--- config.mk ---
export PLATFORM = sky130hd
export DESIGN_NAME = ps2_mouse_rx
export DESIGN_NICKNAME = d
export VERILOG_FILES = /design/src/rtl/ps2_mouse_rx.sv
export SDC_FILE = /design/constraint.sdc
export NUM_CORES = 1
export LEC_CHECK = 0
export BUFFER_PORTS_ARGS = -buffer_cell sky130_fd_sc_hd__buf_2
export CELL_PAD_IN_SITES_DETAIL_PLACEMENT = 0
export CELL_PAD_IN_SITES_GLOBAL_PLACEMENT = 1
export CORE_MARGIN = 2
export CORE_UTILIZATION = 42
export CTS_CLUSTER_SIZE = 28
export DETAILED_ROUTE_END_ITERATION = 16
export PLACE_DENSITY = 0.85
export RECOVER_POWER = 50
export SLEW_MARGIN = 20
export SYNTH_ARGS = -nofsm -noshare
export SYNTH_HDL_FRONTEND = slang
export SYNTH_SLANG_ARGS = --single-unit
--- constraint.sdc ---
create_clock -name clk -period 2.9 [get_ports clk]
set_input_delay 0.29 -clock clk [delete_from_list [all_inputs] [get_ports clk]]
set_output_delay 0.29 -clock clk [all_outputs]
set_load 0.03 [all_outputs]
--- src/rtl/ps2_mouse_rx.sv ---
// Receive-only PS/2 mouse front end.
// Synchronises the raw PS/2 pins, deserialises 11-bit device-to-host frames,
// assembles 3-byte movement packets and integrates the signed deltas into an
// absolute cursor position clamped to the visible area.
module ps2_mouse_rx #(
  parameter int H_RES       = 640,
  parameter int V_RES       = 480,
  parameter int X_INIT      = 320,
  parameter int Y_INIT      = 240,
  parameter int TIMEOUT_CYC = 200000
) (
  input  logic        clk,
  input  logic        rst,
  input  logic        ps2_clk,
  input  logic        ps2_data,
  output logic [15:0] mouse_position_x,
  output logic [15:0] mouse_position_y,
  output logic        btn_left,
  output logic        btn_right,
  output logic        btn_middle,
  output logic        packet_valid,
  output logic        frame_err
);

  localparam int TW = $clog2(TIMEOUT_CYC + 1);
  localparam logic [TW-1:0] TO_LAST = TW'(TIMEOUT_CYC - 1);
  localparam logic signed [16:0] X_MAX = 17'(H_RES - 1);
  localparam logic signed [16:0] Y_MAX = 17'(V_RES - 1);

  typedef enum logic [1:0] {
    B0  = 2'd0,
    B1  = 2'd1,
    B2  = 2'd2,
    UPD = 2'd3
  } pkt_state_t;

  // Input conditioning
  logic [1:0]  clk_sync_r;
  logic [1:0]  data_sync_r;
  logic        clk_prev_r;
  logic        fall_s;

  // Frame deserialiser
  logic [3:0]  bit_cnt_r;
  logic [9:0]  shift_r;
  logic [10:0] frame_s;
  logic        frame_ok_s;
  logic        last_bit_s;
  logic        byte_valid_r;
  logic [7:0]  byte_r;
  logic        frame_err_r;

  // Timeout
  logic [TW-1:0] to_cnt_r;
  logic          to_active_s;
  logic          timeout_s;

  // Packet assembly
  pkt_state_t  state_r;
  pkt_state_t  state_s;
  logic        ld_status_s;
  logic        ld_dx_s;
  logic        upd_s;
  logic [7:0]  status_r;
  logic [7:0]  dx_r;

  // Position arithmetic
  logic signed [16:0] dx_s;
  logic signed [16:0] dy_s;
  logic signed [16:0] nx_s;
  logic signed [16:0] ny_s;
  logic [15:0]        x_clamp_s;
  logic [15:0]        y_clamp_s;

  // Output registers
  logic [15:0] x_r;
  logic [15:0] y_r;
  logic [2:0]  btn_r;
  logic        packet_valid_r;

  // Falling edge of the synchronised PS/2 clock; data is taken in this cycle.
  assign fall_s     = clk_prev_r & ~clk_sync_r[1];
  assign last_bit_s = (bit_cnt_r == 4'd10);
  // frame_s[0] is the start bit, [8:1] data, [9] parity, [10] stop.
  assign frame_s    = {data_sync_r[1], shift_r};
  assign frame_ok_s = ~frame_s[0] & frame_s[10] & (^frame_s[9:1]);

  assign to_active_s = (bit_cnt_r != 4'd0) || (state_r != B0);
  // A falling edge in the same cycle always wins over the timeout.
  assign timeout_s   = ~fall_s & to_active_s & (to_cnt_r == TO_LAST);

  // Two-flop synchronisers; idle-high reset values avoid a spurious edge.
  always_ff @(posedge clk) begin
    if (rst) begin
      clk_sync_r  <= 2'b11;
      data_sync_r <= 2'b11;
      clk_prev_r  <= 1'b1;
    end else begin
      clk_sync_r  <= {clk_sync_r[0], ps2_clk};
      data_sync_r <= {data_sync_r[0], ps2_data};
      clk_prev_r  <= clk_sync_r[1];
    end
  end

  // Bit counter and shift register, advanced only on PS/2 falling edges.
  always_ff @(posedge clk) begin
    if (rst) begin
      bit_cnt_r <= 4'd0;
      shift_r   <= 10'd0;
    end else if (fall_s) begin
      shift_r   <= {data_sync_r[1], shift_r[9:1]};
      bit_cnt_r <= last_bit_s ? 4'd0 : bit_cnt_r + 4'd1;
    end else if (timeout_s) begin
      bit_cnt_r <= 4'd0;
    end else begin
      bit_cnt_r <= bit_cnt_r;
    end
  end

  // Frame check at the stop bit: hand over a good byte, flag a bad frame or timeout.
  always_ff @(posedge clk) begin
    if (rst) begin
      byte_valid_r <= 1'b0;
      byte_r       <= 8'd0;
      frame_err_r  <= 1'b0;
    end else begin
      byte_valid_r <= fall_s & last_bit_s & frame_ok_s;
      byte_r       <= frame_s[8:1];
      frame_err_r  <= (fall_s & last_bit_s & ~frame_ok_s) | timeout_s;
    end
  end

  // Inactivity counter: runs mid-frame or mid-packet, cleared by every edge.
  always_ff @(posedge clk) begin
    if (rst) begin
      to_cnt_r <= '0;
    end else if (fall_s || !to_active_s || timeout_s) begin
      to_cnt_r <= '0;
    end else begin
      to_cnt_r <= to_cnt_r + 1'b1;
    end
  end

  // Packet FSM state register.
  always_ff @(posedge clk) begin
    if (rst) begin
      state_r <= B0;
    end else begin
      state_r <= state_s;
    end
  end

  // Packet FSM next state; bad frames and timeouts drop back to byte 0.
  always_comb begin
    state_s     = state_r;
    ld_status_s = 1'b0;
    ld_dx_s     = 1'b0;
    upd_s       = 1'b0;
    if (timeout_s || frame_err_r) begin
      state_s = B0;
    end else begin
      case (state_r)
        B0: begin
          // Bit 3 is always set in a status byte; anything else is a resync drop.
          if (byte_valid_r && byte_r[3]) begin
            ld_status_s = 1'b1;
            state_s     = B1;
          end else begin
            state_s = B0;
          end
        end
        B1: begin
          if (byte_valid_r) begin
            ld_dx_s = 1'b1;
            state_s = B2;
          end else begin
            state_s = B1;
          end
        end
        B2: begin
          // The dy byte is consumed directly so outputs change on entering UPD.
          if (byte_valid_r) begin
            upd_s   = 1'b1;
            state_s = UPD;
          end else begin
            state_s = B2;
          end
        end
        UPD:     state_s = B0;
        default: state_s = B0;
      endcase
    end
  end

  // Status and dx byte latches.
  always_ff @(posedge clk) begin
    if (rst) begin
      status_r <= 8'd0;
      dx_r     <= 8'd0;
    end else begin
      if (ld_status_s) begin
        status_r <= byte_r;
      end else begin
        status_r <= status_r;
      end
      if (ld_dx_s) begin
        dx_r <= byte_r;
      end else begin
        dx_r <= dx_r;
      end
    end
  end

  // Signed 9-bit deltas, overflow suppression and clamped new position.
  always_comb begin
    dx_s      = 17'sd0;
    dy_s      = 17'sd0;
    x_clamp_s = x_r;
    y_clamp_s = y_r;
    if (status_r[6]) begin
      dx_s = 17'sd0;
    end else begin
      dx_s = {{8{status_r[4]}}, status_r[4], dx_r};
    end
    if (status_r[7]) begin
      dy_s = 17'sd0;
    end else begin
      dy_s = {{8{status_r[5]}}, status_r[5], byte_r};
    end
    nx_s = $signed({1'b0, x_r}) + dx_s;
    // PS/2 +y is up while screen +y is down.
    ny_s = $signed({1'b0, y_r}) - dy_s;
    if (nx_s < 17'sd0) begin
      x_clamp_s = 16'd0;
    end else if (nx_s > X_MAX) begin
      x_clamp_s = X_MAX[15:0];
    end else begin
      x_clamp_s = nx_s[15:0];
    end
    if (ny_s < 17'sd0) begin
      y_clamp_s = 16'd0;
    end else if (ny_s > Y_MAX) begin
      y_clamp_s = Y_MAX[15:0];
    end else begin
      y_clamp_s = ny_s[15:0];
    end
  end

  // Registered position, buttons and update pulse.
  always_ff @(posedge clk) begin
    if (rst) begin
      x_r            <= 16'(X_INIT);
      y_r            <= 16'(Y_INIT);
      btn_r          <= 3'b000;
      packet_valid_r <= 1'b0;
    end else if (upd_s) begin
      x_r            <= x_clamp_s;
      y_r            <= y_clamp_s;
      btn_r          <= {status_r[2], status_r[1], status_r[0]};
      packet_valid_r <= 1'b1;
    end else begin
      packet_valid_r <= 1'b0;
    end
  end

  assign mouse_position_x = x_r;
  assign mouse_position_y = y_r;
  assign btn_left         = btn_r[0];
  assign btn_right        = btn_r[1];
  assign btn_middle       = btn_r[2];
  assign packet_valid     = packet_valid_r;
  assign frame_err        = frame_err_r;

endmodule
# [Word-level counts from Yosys, hierarchy flattened]
# Cells that the tools add are included.
[word_totals] ff_bits=101 input_bits=4 out_inout_bits=37 elab_cells=77
[classes] addsub=4 order_cmp=4 eq_ne=5 muxes=22 bitwise_logic=13 n_reduce_logical=13
[op_table] cell="two-way mux 16 bit" n=4
[op_table] cell="less-than comparator 17 x 1 -> 1 bit (second input constant)" n=2
[op_table] cell="two-way mux 17 bit" n=2
[op_table] cell="adder 18 x 1 -> 18 bit (second input constant)" n=1
[op_table] cell="== test 18 bit (second input constant)" n=1
[op_table] cell="adder 17 bit" n=1
[op_table] cell="greater-than comparator 17 x 10 -> 1 bit (second input constant)" n=1
[op_table] cell="greater-than comparator 17 x 11 -> 1 bit (second input constant)" n=1
[op_table] cell="subtractor 17 bit" n=1
[op_table] cell="two-way mux 4 bit" n=3
[op_table] cell="two-way mux 1 bit" n=11
[op_table] cell="XOR reduction 9 bit" n=1
[op_table] cell="bitwise AND 1 bit" n=8
[op_table] cell="case mux 2 bit (4 select lines)" n=1
[op_table] cell="adder 4 x 1 -> 4 bit (second input constant)" n=1
[op_table] cell="== test 2 bit (second input constant)" n=2
[op_table] cell="== test 4 bit (second input constant)" n=1
[op_table] cell="logical OR 1 bit" n=4
[op_table] cell="NOT 1 bit" n=4
[op_table] cell="nonzero test 2 bit" n=2
[op_table] cell="nonzero test 4 bit" n=1
[op_table] cell="OR reduction 2 bit" n=2
[op_table] cell="== test 2 x 1 -> 1 bit (second input constant)" n=1
[op_table] cell="zero test 2 bit" n=1
[op_table] cell="other kinds (4)" n=4

# [Depth between registers and ports, before layout]
[depth] word_depth=8 mapped_depth=13 ltp_nobuf=12

# [Worst setup path after synthesis]
# No wires, ideal clock.
[synth_path] path_kind="flip-flop to flip-flop" start="reg x_r[0], in the netlist mouse_position_x[0]" end="reg x_r[7], in the netlist mouse_position_x[7]" setup_time_ns=0.061 arrival_time_ns=3.188 required_ns=2.839 setup_slack_ns=-0.349 stages_incl_launch_ff=12 n_path_buf=0 synth_period_minus_slack_ns=3.249 cell_sequence="dfxtp_1 -> ha_1 -> inv_1 -> fa_1 -> and2b_1 -> o31ai_2 -> a21oi_2 -> mux2_4 -> a2111oi_4 -> o2111ai_1 -> nor3b_2 -> a32o_1"
[synth_via] elab_chain_cells=4 elab_cells_between_ends=5 cone_classes="add/sub: 1; order compare: 2; mux: 2"
[synth_rtl] item="from (decl)" line_no="76" text="logic [15:0] x_r;"
[synth_rtl] item="from (signal assigned)" line_no="252" text="x_r <= 16'(X_INIT);"
[synth_rtl] item="from (signal assigned)" line_no="257" text="x_r <= x_clamp_s;"
[synth_rtl] item="adder 17 bit *" line_no="230" text="nx_s = $signed({1'b0, x_r}) + dx_s;"
[synth_rtl] item="greater-than comparator 17 x 11 -> 1 bit" line_no="235" text="end else if (nx_s > X_MAX) begin"
[synth_rtl] item="two-way mux 16 bit" line_no="235"
[synth_rtl] item="two-way mux 16 bit *" line_no="233" text="if (nx_s < 17'sd0) begin"
# Every way passes the cells marked *; elsewhere a longest branch is shown, timed or not.
# A chain may end at the register's enable or synchronous reset.

# [Worst setup path after layout]
[layout_path] start="reg status_r[6]" end="reg x_r[8], in the netlist mouse_position_x[8]"
[layout_via] elab_chain_cells=5 elab_cells_between_ends=6 cone_classes="add/sub: 1; order compare: 2; mux: 3"
[layout_rtl] item="from (decl)" line_no="64" text="logic [7:0] status_r;"
[layout_rtl] item="from (signal assigned)" line_no="202" text="status_r <= byte_r;"
[layout_rtl] item="from (signal assigned)" line_no="204" text="status_r <= status_r;"
[layout_rtl] item="two-way mux 17 bit *" line_no="220" text="if (status_r[6]) begin"
[layout_rtl] item="adder 17 bit *" line_no="230"
[layout_rtl] item="greater-than comparator 17 x 11 -> 1 bit" line_no="235"
[layout_rtl] item="two-way mux 16 bit" line_no="235"
[layout_rtl] item="two-way mux 16 bit *" line_no="233"
# Marked as above.

==> parameters.txt <==
Parameter                              Value

Timing
  Final-report max-slew violation count ... 0
  Summed negative setup slack over all endpoints ... -0.341 ns
  Timing-limited maximum frequency ... 0.332 GHz
  Hold Slack ... 0.122 ns
  Setup repair after global routing missed its margin ... true
  Least-Margin Pin Slew ... 1.48 ns
  Clock tree skew after final layout ... just over 0.008 ns
  Number of hold-slack violations in the final timing report ... 0
  Post-route clock period utilization ... 1.04
  Post-layout min period ... 3.01 ns
  Post-layout worst setup margin ... -0.108 ns
  Max transition margin ... 0.0136
  Final setup fails ... 11

Worst setup path
  Setup crit start kind ... register
  WP depth ... 13
  Length in cells of the worst reg-to-reg path ... 13
  Kind of critical path ... register to register
  Number of buffers and inverters on the critical path ... 3
  Critical path peak fanout ... 10
  Sort of element at the end of the critical path ... register
  Max stage delay on crit path ... 0.36 ns
  Cell mode on critical path ... sky130_fd_sc_hd__buf_4
  Data arrival time of the critical path ... between 3 and 4 ns
  Critical path cell sequence ... nand2b_1 -> inv_1 -> ha_1 -> a21oi_1 -> buf_4 -> o221a_2 -> o21bai_1 -> a41oi_1 -> xor2_1 -> mux2i_1 -> nor3b_2 -> buf_4 -> a221o_1
  Worst reg2reg setup slack ... -0.11 ns
  Crit path required time ... 3.14 ns
  CP delay by family, top ... compound AO/OA/AOI/OAI gates
  Cell type of the slowest stage on the worst timing path ... sky130_fd_sc_hd__dfxtp_2

Synthesis
  Cell variety after synth ... slightly above 80
  Gate Count Post-Synth ... 653
  Most used flip-flop cell after synthesis ... sky130_fd_sc_hd__dfxtp_1
  Yosys warning count ... 0
  Ranking of synthesized cells by instance count ... sky130_fd_sc_hd__dfxtp_1, sky130_fd_sc_hd__nor2_1, sky130_fd_sc_hd__nand2_1
  Synth top area share ... 0.351
  Share of synthesized flip-flops with an asynchronous set or reset ... 0
  Sequential-to-total area share from yosys stat ... 0.351
  Avg Inst Size Synth ... 8.72 sq um
  Main combinational cell family by area after synthesis ... simple AND/OR/NAND/NOR gates
  Xor/xnor share of the synthesized area ... 0.0677
  Number of flip-flops and latches in the synthesized netlist ... 100
  Synth area leader ... sky130_fd_sc_hd__dfxtp_1
  Complex-gate fraction of the synthesized area ... 0.178
  Top post-synthesis cells by area ... sky130_fd_sc_hd__dfxtp_1, sky130_fd_sc_hd__ha_1, sky130_fd_sc_hd__nor2_1
  Most common cell in the synthesized netlist ... sky130_fd_sc_hd__dfxtp_1
  Cell Area, Synth ... 0.00570 sq mm
  Post-synthesis share of cell area spent on full adders, half adders and majority gates ... 0.0729
  Share of cell area taken by muxes after synthesis ... 0.0483
  Number of synthesized flops with an enable pin ... 0
  Post-Synth Simple-Gate Area ... 0.234
  Syn nets ... about 690

Detailed routing
  Pre-Repair DR Iteration Count ... 4
  Final ANT Viol Nets ... 0
  Via count ... approximately 5000
  Drt first-iter violations ... 197
  Final routed wirelength across all metal layers ... about 14000 microns
  Post-DR vias/cell ... between 5 and 6
  Average routed wire per standard cell ... about 15 microns
  Number of DRC violations after detailed routing ... 0

Global routing
  Largest net degree at the start of global routing ... 33
  GRT Overall Usage ... 0.195
  Overflow after GRT ... 0
  Antenna violations before repair ... 0
  First-pass GRT wire length ... about 23000 microns
  Via count of the first global-routing pass ... 4874

Floorplan
  Die footprint ... 0.0145 sq mm
  Overall die width ... around 120 microns
  Number of core rows ... 42
  Starting density of the core ... 0.430
  I/O pin cnt ... 41
  CORE AREA ... 0.0132 sq mm
  Die height ... 120 microns

Power and ir drop
  Areal power density over the cells ... around 390 mW/mm^2
  Combinational share of power ... 0.047
  Share of total power in the clock network ... 0.438
  Portion of total power attributed to sequential cells ... 0.516
  Sw frac ... 0.220
  Maximum vdd drop ... 351 uV
  Switching pwr ... 595 uW
  Cell-internal power ... 2.11 mW
  Leakage power figure ... 2.75 nW

Placed design
  PortBufs ... 40
  Number of cells after detailed placement ... 905
  Dpl hpwl ... 10300 microns
  Last weighted congestion value of the routability-driven placer ... 0.858

Final layout
  Count of filler cells inserted in the layout ... between 1000 and 1500
  Number of non-filler instances in the completed layout ... 924
  FF/Latch Area ... slightly above 0.002 sq mm
  Ratio of cells with drive above 1 in the final layout ... 0.199
  Fin nets ... 780
  Area of combinational cells with multiple inputs ... 0.00364 sq mm
  Final core utilization ... 0.523
  Antenna diodes ... 0
  Layout area overhead ... 21.6%

Clocking
  Clock buffer count from CTS ... 9
  Clock net sink count ... 100
  Later-pin clock latency in the skew report ... 0.35 ns
  CTS tree ... built
  CTS root buf ... sky130_fd_sc_hd__clkbuf_16
  Buffers from clock root to sink, at most ... 2
  Hold-fix buffer count after cts ... 0
  Clock transition time at the flip-flop clock pins of the worst setup and hold paths ... 0.07 ns
  Htree depth ... 3

Run
  Max-Cap Viols ... 0

Status
  Outcome ... finished with violations
  Violated checks ... setup timing

Hold path
  Worst min path class ... input pin to register
  Hold path cells ... 2
==> worst paths after layout <==
kind	startpoint	endpoint
max reg2reg	status_r[6]$_SDFFE_PP0P_	mouse_position_x[8]$_SDFFE_PP1P_
min reg2reg	data_sync_r[0]$_SDFF_PP1_	data_sync_r[1]$_SDFF_PP1_
min	ps2_clk	clk_sync_r[0]$_SDFF_PP1_
max	status_r[6]$_SDFFE_PP0P_	mouse_position_x[8]$_SDFFE_PP1P_
==> state kept, by name (all words and copies together) (netlist names), named ones only <==
| register | cells |
|---|---|
| bit_cnt_r | 4 |
| btn_r | 3 |
| byte_r | 8 |
| byte_valid_r | 1 |
| clk_prev_r | 1 |
| clk_sync_r | 2 |
| data_sync_r | 2 |
| dx_r | 8 |
| frame_err | 1 |
| mouse_position_x | 16 |
| mouse_position_y | 16 |
| packet_valid | 1 |
| shift_r | 10 |
| state_r | 1 |
| status_r | 7 |
| to_cnt_r | 18 |
==> layout make-up <==
class,instances,share of cell area
well taps,176,0.0318
clock buffers,10,0.0331
clock inverters,5,0.00903
multi-input cells,504,0.526
repair buffers,109,0.0986
inverters,20,0.0108
flip-flops and latches,100,0.291
==> cell families after synthesis <==
| family | after synthesis |
|---|---|
| multiplexers | 27 |
| flip-flops | 100 |
| AO/OA/AOI/OAI | 144 |
| XOR/XNOR | 44 |
| AND/OR/NAND/NOR | 257 |
| buffers and inverters | 49 |
| adder cells (fa/ha/maj) | 32 |
==> layout by cell type (no fill, tap or decap), drive strengths merged, types with 4 or more instances in the layout <==
cell / n
nor3: 12
o31ai: 4
clkbuf: 47
nand3: 19
buf: 72
nor2b: 21
nand2b: 16
or2: 7
a211oi: 4
and3: 5
o22a: 7
and2: 16
o21ai: 25
inv: 21
xor2: 15
xnor2: 29
a31oi: 5
a22oi: 5
nand2: 47
a221oi: 4
o21a: 9
or3: 5
nand4: 6
ha: 30
mux2i: 26
dfxtp: 100
a21o: 7
nor2: 75
a21oi: 35
and2b: 7
==> per-layer routing <==
metal,part of all wire,global-route usage,wire length (microns)
met3,0.036,0.0387,490
met4,0.017,0.0763,236
met1,0.44,0.239,6040
met5,0,0,0
met2,0.51,0.334,6920
==> power groups by stage <==
stage | logic, mW | registers [mW] | clock network, mW
6_report | 0.126 | 1.39 | 1.18
5_1_grt | 0.140 | 1.40 | 1.29
4_1_cts | 0.122 | 1.40 | 1.23
3_5_place_dp | 0.119 | 1.43 | 0
3_3_place_gp | 0.116 | 1.43 | 0
2_1_floorplan | 0.0886 | 1.42 | 0
==> through the flow <==
step	power [mW]	instance area [sq um]	setup WS, ns
2_1_floorplan	1.51	5720	-0.120
3_3_place_gp	1.54	6450	-0.0783
3_5_place_dp	1.55	6450	-0.126
4_1_cts	2.75	6830	-0.0674
5_1_grt	2.82	6930	-0.243
6_report	2.71	6930	-0.108
==> timing repair <==
item	4_1_cts	5_1_grt
resized for setup	14	32
endpoints found under the setup margin	19	19
buffers inserted	3	1
cloned	1	0
pin swaps	7	11
Power figures use the tool's default switching activity.
